`src/rtl/dco_freq_ctrl.sv`:
```
// DCO frequency control loop: counts DCO rising edges per clk_i window and steps freq_sel_o toward target_i.
// Define DCO_FREQ_CTRL_LOCK_HOLD_EN to freeze freq_sel_o while locked and deviation stays within 2*TOL.
module dco_freq_ctrl #(
   parameter int unsigned CTRL_WIDTH    = 5,
   parameter int unsigned CNT_WIDTH     = 16,
   parameter int unsigned WINDOW_CYCLES = 256,
   parameter int unsigned SETTLE_CYCLES = 16,
   parameter int unsigned TOL           = 2,
   parameter int unsigned LOCK_WINDOWS  = 4,
   parameter int unsigned FSEL_INIT     = 0
) (
   input  logic                  clk_i,
   input  logic                  rst_i,
   input  logic                  enable_i,
   input  logic                  dco_clk_i,
   input  logic [CNT_WIDTH-1:0]  target_i,
   output logic [CTRL_WIDTH-1:0] freq_sel_o,
   output logic                  dco_enable_o,
   output logic [CNT_WIDTH-1:0]  meas_count_o,
   output logic                  meas_valid_o,
   output logic                  locked_o
);
   localparam int unsigned EXT_W = CNT_WIDTH + 1;
   localparam int unsigned WIN_W = $clog2(WINDOW_CYCLES + 1);
   localparam int unsigned SET_W = $clog2(SETTLE_CYCLES + 1);
   localparam int unsigned LCK_W = $clog2(LOCK_WINDOWS + 1);

   localparam logic [CNT_WIDTH-1:0]  CNT_MAX   = {CNT_WIDTH{1'b1}};
   localparam logic [EXT_W-1:0]      CNT_MAX_X = {1'b0, CNT_MAX};
   localparam logic [EXT_W-1:0]      TOL_X     = EXT_W'(TOL);
   localparam logic [CTRL_WIDTH-1:0] FSEL_MAX  = {CTRL_WIDTH{1'b1}};
   localparam logic [CTRL_WIDTH-1:0] FSEL_RST  = CTRL_WIDTH'(FSEL_INIT);
   localparam logic [WIN_W-1:0]      WIN_LAST  = WIN_W'(WINDOW_CYCLES - 1);
   localparam logic [SET_W-1:0]      SET_LAST  = SET_W'(SETTLE_CYCLES - 1);
   localparam logic [LCK_W-1:0]      LCK_FULL  = LCK_W'(LOCK_WINDOWS);

   typedef enum logic [1:0] {
      ST_IDLE,
      ST_SETTLE,
      ST_MEASURE,
      ST_ADJUST
   } state_e;

   state_e                  state_q;
   logic                    sync1_q;
   logic                    sync2_q;
   logic                    dco_prev_q;
   logic                    edge_c;
   logic [SET_W-1:0]        settle_cnt_q;
   logic [WIN_W-1:0]        win_cnt_q;
   logic [CNT_WIDTH-1:0]    edge_cnt_q;
   logic [LCK_W-1:0]        lock_cnt_q;

   logic [EXT_W-1:0]        cnt_x;
   logic [EXT_W-1:0]        tgt_x;
   logic [EXT_W-1:0]        lo_x;
   logic [EXT_W-1:0]        hi_sum_x;
   logic [EXT_W-1:0]        hi_x;
   logic                    too_slow_c;
   logic                    too_fast_c;
   logic                    hold_c;
   logic                    step_c;
   logic [CTRL_WIDTH-1:0]   freq_sel_d;
   logic [LCK_W-1:0]        lock_cnt_d;
   logic                    locked_d;

   // Two-flop synchronizer plus one history flop for rising-edge detection
   always_ff @(posedge clk_i or posedge rst_i) begin
      if (rst_i) begin
         sync1_q    <= 1'b0;
         sync2_q    <= 1'b0;
         dco_prev_q <= 1'b0;
      end else begin
         sync1_q    <= dco_clk_i;
         sync2_q    <= sync1_q;
         dco_prev_q <= sync2_q;
      end
   end

   assign edge_c = sync2_q & ~dco_prev_q;

   // Tolerance bounds are formed one bit wider so neither clamp can wrap
   assign cnt_x      = {1'b0, edge_cnt_q};
   assign tgt_x      = {1'b0, target_i};
   assign lo_x       = (tgt_x >= TOL_X) ? (tgt_x - TOL_X) : '0;
   assign hi_sum_x   = tgt_x + TOL_X;
   assign hi_x       = (hi_sum_x > CNT_MAX_X) ? CNT_MAX_X : hi_sum_x;
   assign too_slow_c = (cnt_x < lo_x);
   assign too_fast_c = (cnt_x > hi_x);

`ifdef DCO_FREQ_CTRL_LOCK_HOLD_EN
   logic [EXT_W-1:0] dev_x;
   assign dev_x  = (cnt_x >= tgt_x) ? (cnt_x - tgt_x) : (tgt_x - cnt_x);
   assign hold_c = locked_o && (dev_x <= EXT_W'(2 * TOL));
`else
   assign hold_c = 1'b0;
`endif

   // Window decision applied in ADJUST: step the select word or advance the lock count
   always_comb begin
      freq_sel_d = freq_sel_o;
      lock_cnt_d = lock_cnt_q;
      locked_d   = locked_o;
      if (!hold_c) begin
         if (too_slow_c) begin
            if (freq_sel_o != FSEL_MAX) begin
               freq_sel_d = freq_sel_o + CTRL_WIDTH'(1);
            end
            lock_cnt_d = '0;
            locked_d   = 1'b0;
         end else if (too_fast_c) begin
            if (freq_sel_o != '0) begin
               freq_sel_d = freq_sel_o - CTRL_WIDTH'(1);
            end
            lock_cnt_d = '0;
            locked_d   = 1'b0;
         end else begin
            if (lock_cnt_q != LCK_FULL) begin
               lock_cnt_d = lock_cnt_q + LCK_W'(1);
            end
            locked_d = (lock_cnt_d == LCK_FULL);
         end
      end
   end

   assign step_c = (freq_sel_d != freq_sel_o);

   always_ff @(posedge clk_i or posedge rst_i) begin
      if (rst_i) begin
         state_q      <= ST_IDLE;
         freq_sel_o   <= FSEL_RST;
         dco_enable_o <= 1'b0;
         meas_count_o <= '0;
         meas_valid_o <= 1'b0;
         locked_o     <= 1'b0;
         settle_cnt_q <= '0;
         win_cnt_q    <= '0;
         edge_cnt_q   <= '0;
         lock_cnt_q   <= '0;
      end else begin
         meas_valid_o <= 1'b0;
         if (!enable_i) begin
            // Disable wins in every state; any partial window is dropped
            state_q      <= ST_IDLE;
            dco_enable_o <= 1'b0;
            locked_o     <= 1'b0;
            lock_cnt_q   <= '0;
            settle_cnt_q <= '0;
            win_cnt_q    <= '0;
            edge_cnt_q   <= '0;
         end else begin
            case (state_q)
               ST_IDLE: begin
                  state_q      <= ST_SETTLE;
                  dco_enable_o <= 1'b1;
                  settle_cnt_q <= '0;
               end
               ST_SETTLE: begin
                  if (settle_cnt_q == SET_LAST) begin
                     state_q    <= ST_MEASURE;
                     win_cnt_q  <= '0;
                     edge_cnt_q <= '0;
                  end else begin
                     settle_cnt_q <= settle_cnt_q + SET_W'(1);
                  end
               end
               ST_MEASURE: begin
                  if (edge_c && (edge_cnt_q != CNT_MAX)) begin
                     edge_cnt_q <= edge_cnt_q + CNT_WIDTH'(1);
                  end
                  if (win_cnt_q == WIN_LAST) begin
                     state_q <= ST_ADJUST;
                  end else begin
                     win_cnt_q <= win_cnt_q + WIN_W'(1);
                  end
               end
               ST_ADJUST: begin
                  meas_count_o <= edge_cnt_q;
                  meas_valid_o <= 1'b1;
                  freq_sel_o   <= freq_sel_d;
                  lock_cnt_q   <= lock_cnt_d;
                  locked_o     <= locked_d;
                  win_cnt_q    <= '0;
                  edge_cnt_q   <= '0;
                  settle_cnt_q <= '0;
                  state_q      <= step_c ? ST_SETTLE : ST_MEASURE;
               end
               default: begin
                  state_q <= ST_IDLE;
               end
            endcase
         end
      end
   end

endmodule

```
`config.mk`:
```
export PLATFORM = sky130hd
export DESIGN_NAME = dco_freq_ctrl
export DESIGN_NICKNAME = d
export VERILOG_FILES = /design/src/rtl/dco_freq_ctrl.sv
export SDC_FILE = /design/constraint.sdc
export NUM_CORES = 1
export LEC_CHECK = 0
export BUFFER_PORTS_ARGS = -buffer_cell sky130_fd_sc_hd__buf_4
export CAP_MARGIN = 20
export CORE_MARGIN = 1.5
export CORE_UTILIZATION = 45
export DETAILED_ROUTE_END_ITERATION = 6
export GPL_TIMING_DRIVEN = 0
export PLACE_DENSITY_LB_ADDON = 0.05
export SETUP_SLACK_MARGIN = 0.4
export SLEW_MARGIN = 20
export SYNTH_ARGS = -nofsm -noshare
export SYNTH_HDL_FRONTEND = slang
export SYNTH_SLANG_ARGS = --single-unit
```
`constraint.sdc`:
```
create_clock -name clk_i -period 6.85 [get_ports clk_i]
set_input_delay 1.7125 -clock clk_i [delete_from_list [all_inputs] [get_ports clk_i]]
set_output_delay 1.7125 -clock clk_i [all_outputs]
set_load 0.01 [all_outputs]
```
======== Yosys cells after proc, flatten, opt, wreduce, memory -nomap -nowiden ========
Cells that the tools add are included.
word-level totals
  register bits after elaboration ......... 62
  output and inout bits ................... 24
  word-level logic and storage cells ...... 92
operators by class
  add/sub/neg operators ................... 8
  magnitude comparators ................... 4
  equality and inequality tests ........... 19
  mux-type cells .......................... 37
  bitwise gates (word level) .............. 2
  reduce and logical (&&, ||, !) cells .... 9
operators by type and width
  cell                   count
  $mux 16                3
  $pmux 16 s3            1
  $mux 17                2
  $mux 5                 6
  $mux 9                 3
  $pmux 9 s3             1
  $mux 3                 7
  $ne 3x3->1 const B     6
  $add 16x2->17 const B  1
  $gt 16x17->1           1
  $gt 17x16->1 const B   1
  $lt 16x17->1           1
  $sub 16x2->17 const B  1
  $add 16x1->16 const B  1
  $ge 16x2->1 const B    1
  $ne 16x16->1 const B   1
  $add 5x1->5 const B    2
  $pmux 5 s2             1
  $add 9x1->9 const B    1
  $eq 9x8->1 const B     1
  $mux 1                 8
  $mux 2                 4
  $pmux 2 s4             1
  $reduce_and 2->1       3
  18 further kinds       21

======== Longest topological paths before layout ========
  word-level depth ........................ 11
  depth in mapped cells ................... 17
  depth with buffers taken out ............ 16

======== Worst setup path before layout ========
OpenSTA, ideal clock, no wires.
  path kind ............................... input to register
  start ................................... input port target_i[1]
  end ..................................... register freq_sel_o[4]
  data arrival time ....................... 5075 ps
  slack ................................... 1655 ps
  stages .................................. 16
  cells stage by stage .................... ha_1 -> nand4_1 -> a2111oi_0 -> a41oi_1 -> o22a_1 -> nor4_1 -> a21oi_1 -> and3b_1 -> ha_1 -> nand4_1 -> nor3_1 -> a21oi_1 -> a21boi_1 -> nand2_1 -> o41a_1 -> o22a_2
between the ends
  longest elaborated chain between the ends .. 6
  elaborated cells between the ends (all ways) .. 10
  classes of those cells .................. add/sub: 2; order compare: 4; mux: 4
ends and longest elaborated chain
  item                  line  RTL
  from (decl)           16    input logic [CNT_WIDTH-1:0] target_i,
  $add 16x2->17         86    assign hi_sum_x = tgt_x + TOL_X;
  $gt 17x16->1          87    assign hi_x = (hi_sum_x > CNT_MAX_X) ? CNT_MAX_X : hi_sum_x;
  $mux 17               87
  $gt 16x17->1          89    assign too_fast_c = (cnt_x > hi_x);
  $mux 5                111   end else if (too_fast_c) begin
  $mux 5 *              105   if (too_slow_c) begin
  to (signal assigned)  180   freq_sel_o <= freq_sel_d;
  to (decl)             17    output logic [CTRL_WIDTH-1:0] freq_sel_o,
Mark *: on every way between the ends. The rest lies on a longest branch, timed or not.
A chain may end at the register's enable or synchronous reset.

======== Final worst setup path ========
Same ends and word-level chain as after synthesis.

==> flow_summary.json <==
{
  "core-area_um2": 10400,
  "async_flop_share_pct": 100,
  "cts_hold_buf": 0,
  "grt_usage_pct": 22.5,
  "detail-route-antenna-nets": 0,
  "path_cells": "buf_4 > ha_1 > nand4_1 > a2111oi_0 > a41oi_1 > o22a_1 > nor4_1 > a21oi_1 > and3b_1 > ha_1 > o21ai_0 > o21ai_0 > a21boi_0 > a21boi_1 > nand2_1 > o41a_1 > o22a_2",
  "numCtsBuffers": 9,
  "cp.arrival_ns": 6.06,
  "fmax_mhz": 172,
  "yosysTopAreaCell": "dfrtp_1",
  "cts_tree": "built",
  "power_density_nw_per_um2": 202,
  "place_inst": 756,
  "synthesis.area_um2": 4880,
  "irDropWorstVdd_mv": 0.111,
  "syn_nets": 651,
  "cap_violations": 0,
  "die_w_um": 107,
  "n_antenna_cell": 0,
  "ys_ff_latch": 62,
  "maxSlewViolCount": 0,
  "worst_setup_path_start_kind": "input port",
  "first_pass_iters": 4,
  "yosysWarnings": 0,
  "synthTopCellsByArea": "dfrtp_1 32%, ha_1 12%, nand2_1 8.1%",
  "grt_pass1_vias": 4088,
  "drc": 0,
  "grt-ovfl-total": 0,
  "ys_seq_area_share_pct": 31.8,
  "cts_sinks": 62,
  "crit_family": "compound AO/OA/AOI/OAI gates",
  "min_path_type": "register to register",
  "crit_fanout": 10,
  "crit_path_end_kind": "register",
  "postCtsSetupBuffers": 0,
  "place.port_buffers": 36,
  "synth_edf_count": 0,
  "drt_iter0_drc": 239,
  "routed_wl_mm": 12.0,
  "syn_area_per_cell_um2": 8.37,
  "rsz0062_at_grt": "no",
  "fp-row-count": 37,
  "cts.path.max_buffers": 2,
  "grt_max_degree": 37,
  "finalNonFillerCells": 771,
  "ios": 44,
  "dp_hpwl_mm": 9.14,
  "root_buffer": "clkbuf_8",
  "syn_to_final_growth_pct": 14.1,
  "cts.htree.levels": 3,
  "holdWs_ns": 0.356,
  "ys_types": 70,
  "clk_pin_slew_worst_paths_ns": 0.08,
  "initial_core_util_pct": 46.8,
  "finalSetupViolCount": 0,
  "skew_ns": 0.0124,
  "hold_viol_final": 0,
  "wl_per_cell_um": 15.6,
  "syn_inst": 583,
  "antenna_found_initial": 0,
  "max_stage_delay_ns": 0.64,
  "clock_latency_ns": 0.35,
  "vias_per_cell": 5.61,
  "final.period_utilization_pct": 84.8,
  "outcome": "completed",
  "required_ns": 7.10,
  "synth_common_cells": "105 x nand2_1, 62 x dfrtp_1, 48 x ha_1",
  "synthFlopType": "dfrtp_1",
  "final_core_util_pct": 53.4,
  "fillCellCount": 992,
  "tightest_slew_ns": 0.771,
  "fin_nets": 699,
  "grt_pass1_wl_mm": 20.3,
  "slowest_stage": "a21boi_1",
  "floorplan.die_area_um2": 11500,
  "path_class": "input port to register",
  "yosysMostFrequentCell": "nand2_1",
  "place_congestion": 0.854,
  "period_needed_ns": 5.81,
  "vias": 4322,
  "final.setup.tns_ns": 0,
  "cts_resized": 0,
  "netlist.area_leader.share_pct": 31.8,
  "slew_headroom_pct": 48.5,
  "p_leak_nw": 2.65,
  "drive_gt1_share_pct": 13.2,
  "cp_num_buf_inv": 1,
  "die_y_um": 107
}
## kinds of logic after synthesis
family | Yosys count | synth area share [%]
buffers and inverters | 48 | 4.62
DFF | 62 | 31.8
AOI/OAI and AO/OA | 121 | 17.4
and+or+nand+nor | 270 | 27.5
muxes | 8 | 1.72
xor gates and xnor gates | 26 | 4.67
adders and majority gates | 48 | 12.3
## metal layers
metal	track usage [%]	part of all wire, %	vias to the layer above
li1	-	-	2184
met1	31.2	48	2045
met2	36.1	46	82
met3	4.80	5.0	11
met4	4.29	0.87	0
met5	0	0	-
## report_power, final
group | switching, mW | total (mW) | internal, mW | leakage [nW]
clock | 0.144 | 0.367 | 0.223 | 0.109
sequential | 0.0281 | 0.415 | 0.387 | 0.847
combinational | 0.217 | 0.342 | 0.125 | 1.70
total | 0.389 | 1.12 | 0.735 | 2.65
## cell usage in the layout, fill, tap and decap left out, types with 5 or more instances in the layout
cell      count
a211oi_1      5
a21o_1        7
a21oi_1      18
a32oi_1       5
and2_1        9
and3_1       12
and4_1        5
buf_2         5
buf_4        40
clkbuf_1     13
clkbuf_8     11
dfrtp_1      62
ha_1         48
inv_1        21
mux2i_1       5
nand2_1     105
nand2b_1      9
nand3_1      18
nand4_1      18
nor2_1       39
nor2b_1      13
nor3_1       16
nor4_1        6
o21a_1        9
o21ai_0      36
xnor2_1      11
xor2_1       15
## state kept, by name (all words and copies together) (netlist names)
signal        count
edge_cnt_q       16
meas_count_o     16
win_cnt_q         9
freq_sel_o        5
settle_cnt_q      5
lock_cnt_q        3
state_q           2
dco_enable_o      1
dco_prev_q        1
locked_o          1
meas_valid_o      1
sync1_q           1
sync2_q           1
## stage by stage
step	setup slack (ns)	area, um^2	total power [mW]
2_1_floorplan	1.66	4880	0.659
3_3_place_gp	0.819	5320	0.753
6_report	1.04	5560	1.12
5_1_grt	0.676	5560	1.20
3_5_place_dp	0.698	5340	0.764
4_1_cts	1.07	5560	1.14
## worst reg2reg max path: stages, from the launching register on
cell and delay (ns):
dfrtp_1 0.41, ha_1 0.21, and3_1 0.17, ha_1 0.21, nor2b_1 0.13, o21ai_1 0.45, o21ai_0 0.42, nor3_1 0.39
a21oi_1 0.11, o21ai_0 0.16, o41ai_1 0.11
## final timing paths
path,slack (ns),to,depth (start not counted),start
min reg2reg,0.36,sync2_q$_DFF_PP0_,0,sync1_q$_DFF_PP0_
max reg2reg,3.94,win_cnt_q[7]$_DFFE_PP0P_,10,settle_cnt_q[0]$_DFFE_PP0P_
max,1.04,freq_sel_o[4]$_DFFE_PP0P_,17,target_i[1]
min in group asynchronous,1.34,settle_cnt_q[3]$_DFFE_PP0P_,2,rst_i
min,0.36,sync2_q$_DFF_PP0_,0,sync1_q$_DFF_PP0_
max in group asynchronous,4.99,edge_cnt_q[13]$_DFFE_PP0P_,3,rst_i
## layout make-up
type / count / area, um^2 / share of cell area, %
clock buffer: 12 / 155 / 2.79
tap: 136 / 170 / 3.06
clock inverter: 3 / 67.6 / 1.21
inverter: 22 / 85.1 / 1.53
sequential: 62 / 1550 / 27.9
buffer: 26 / 143 / 2.56
multi-input combinational: 473 / 3100 / 55.7
timing repair buffer: 37 / 290 / 5.22
(Power assumes the default switching activity.)
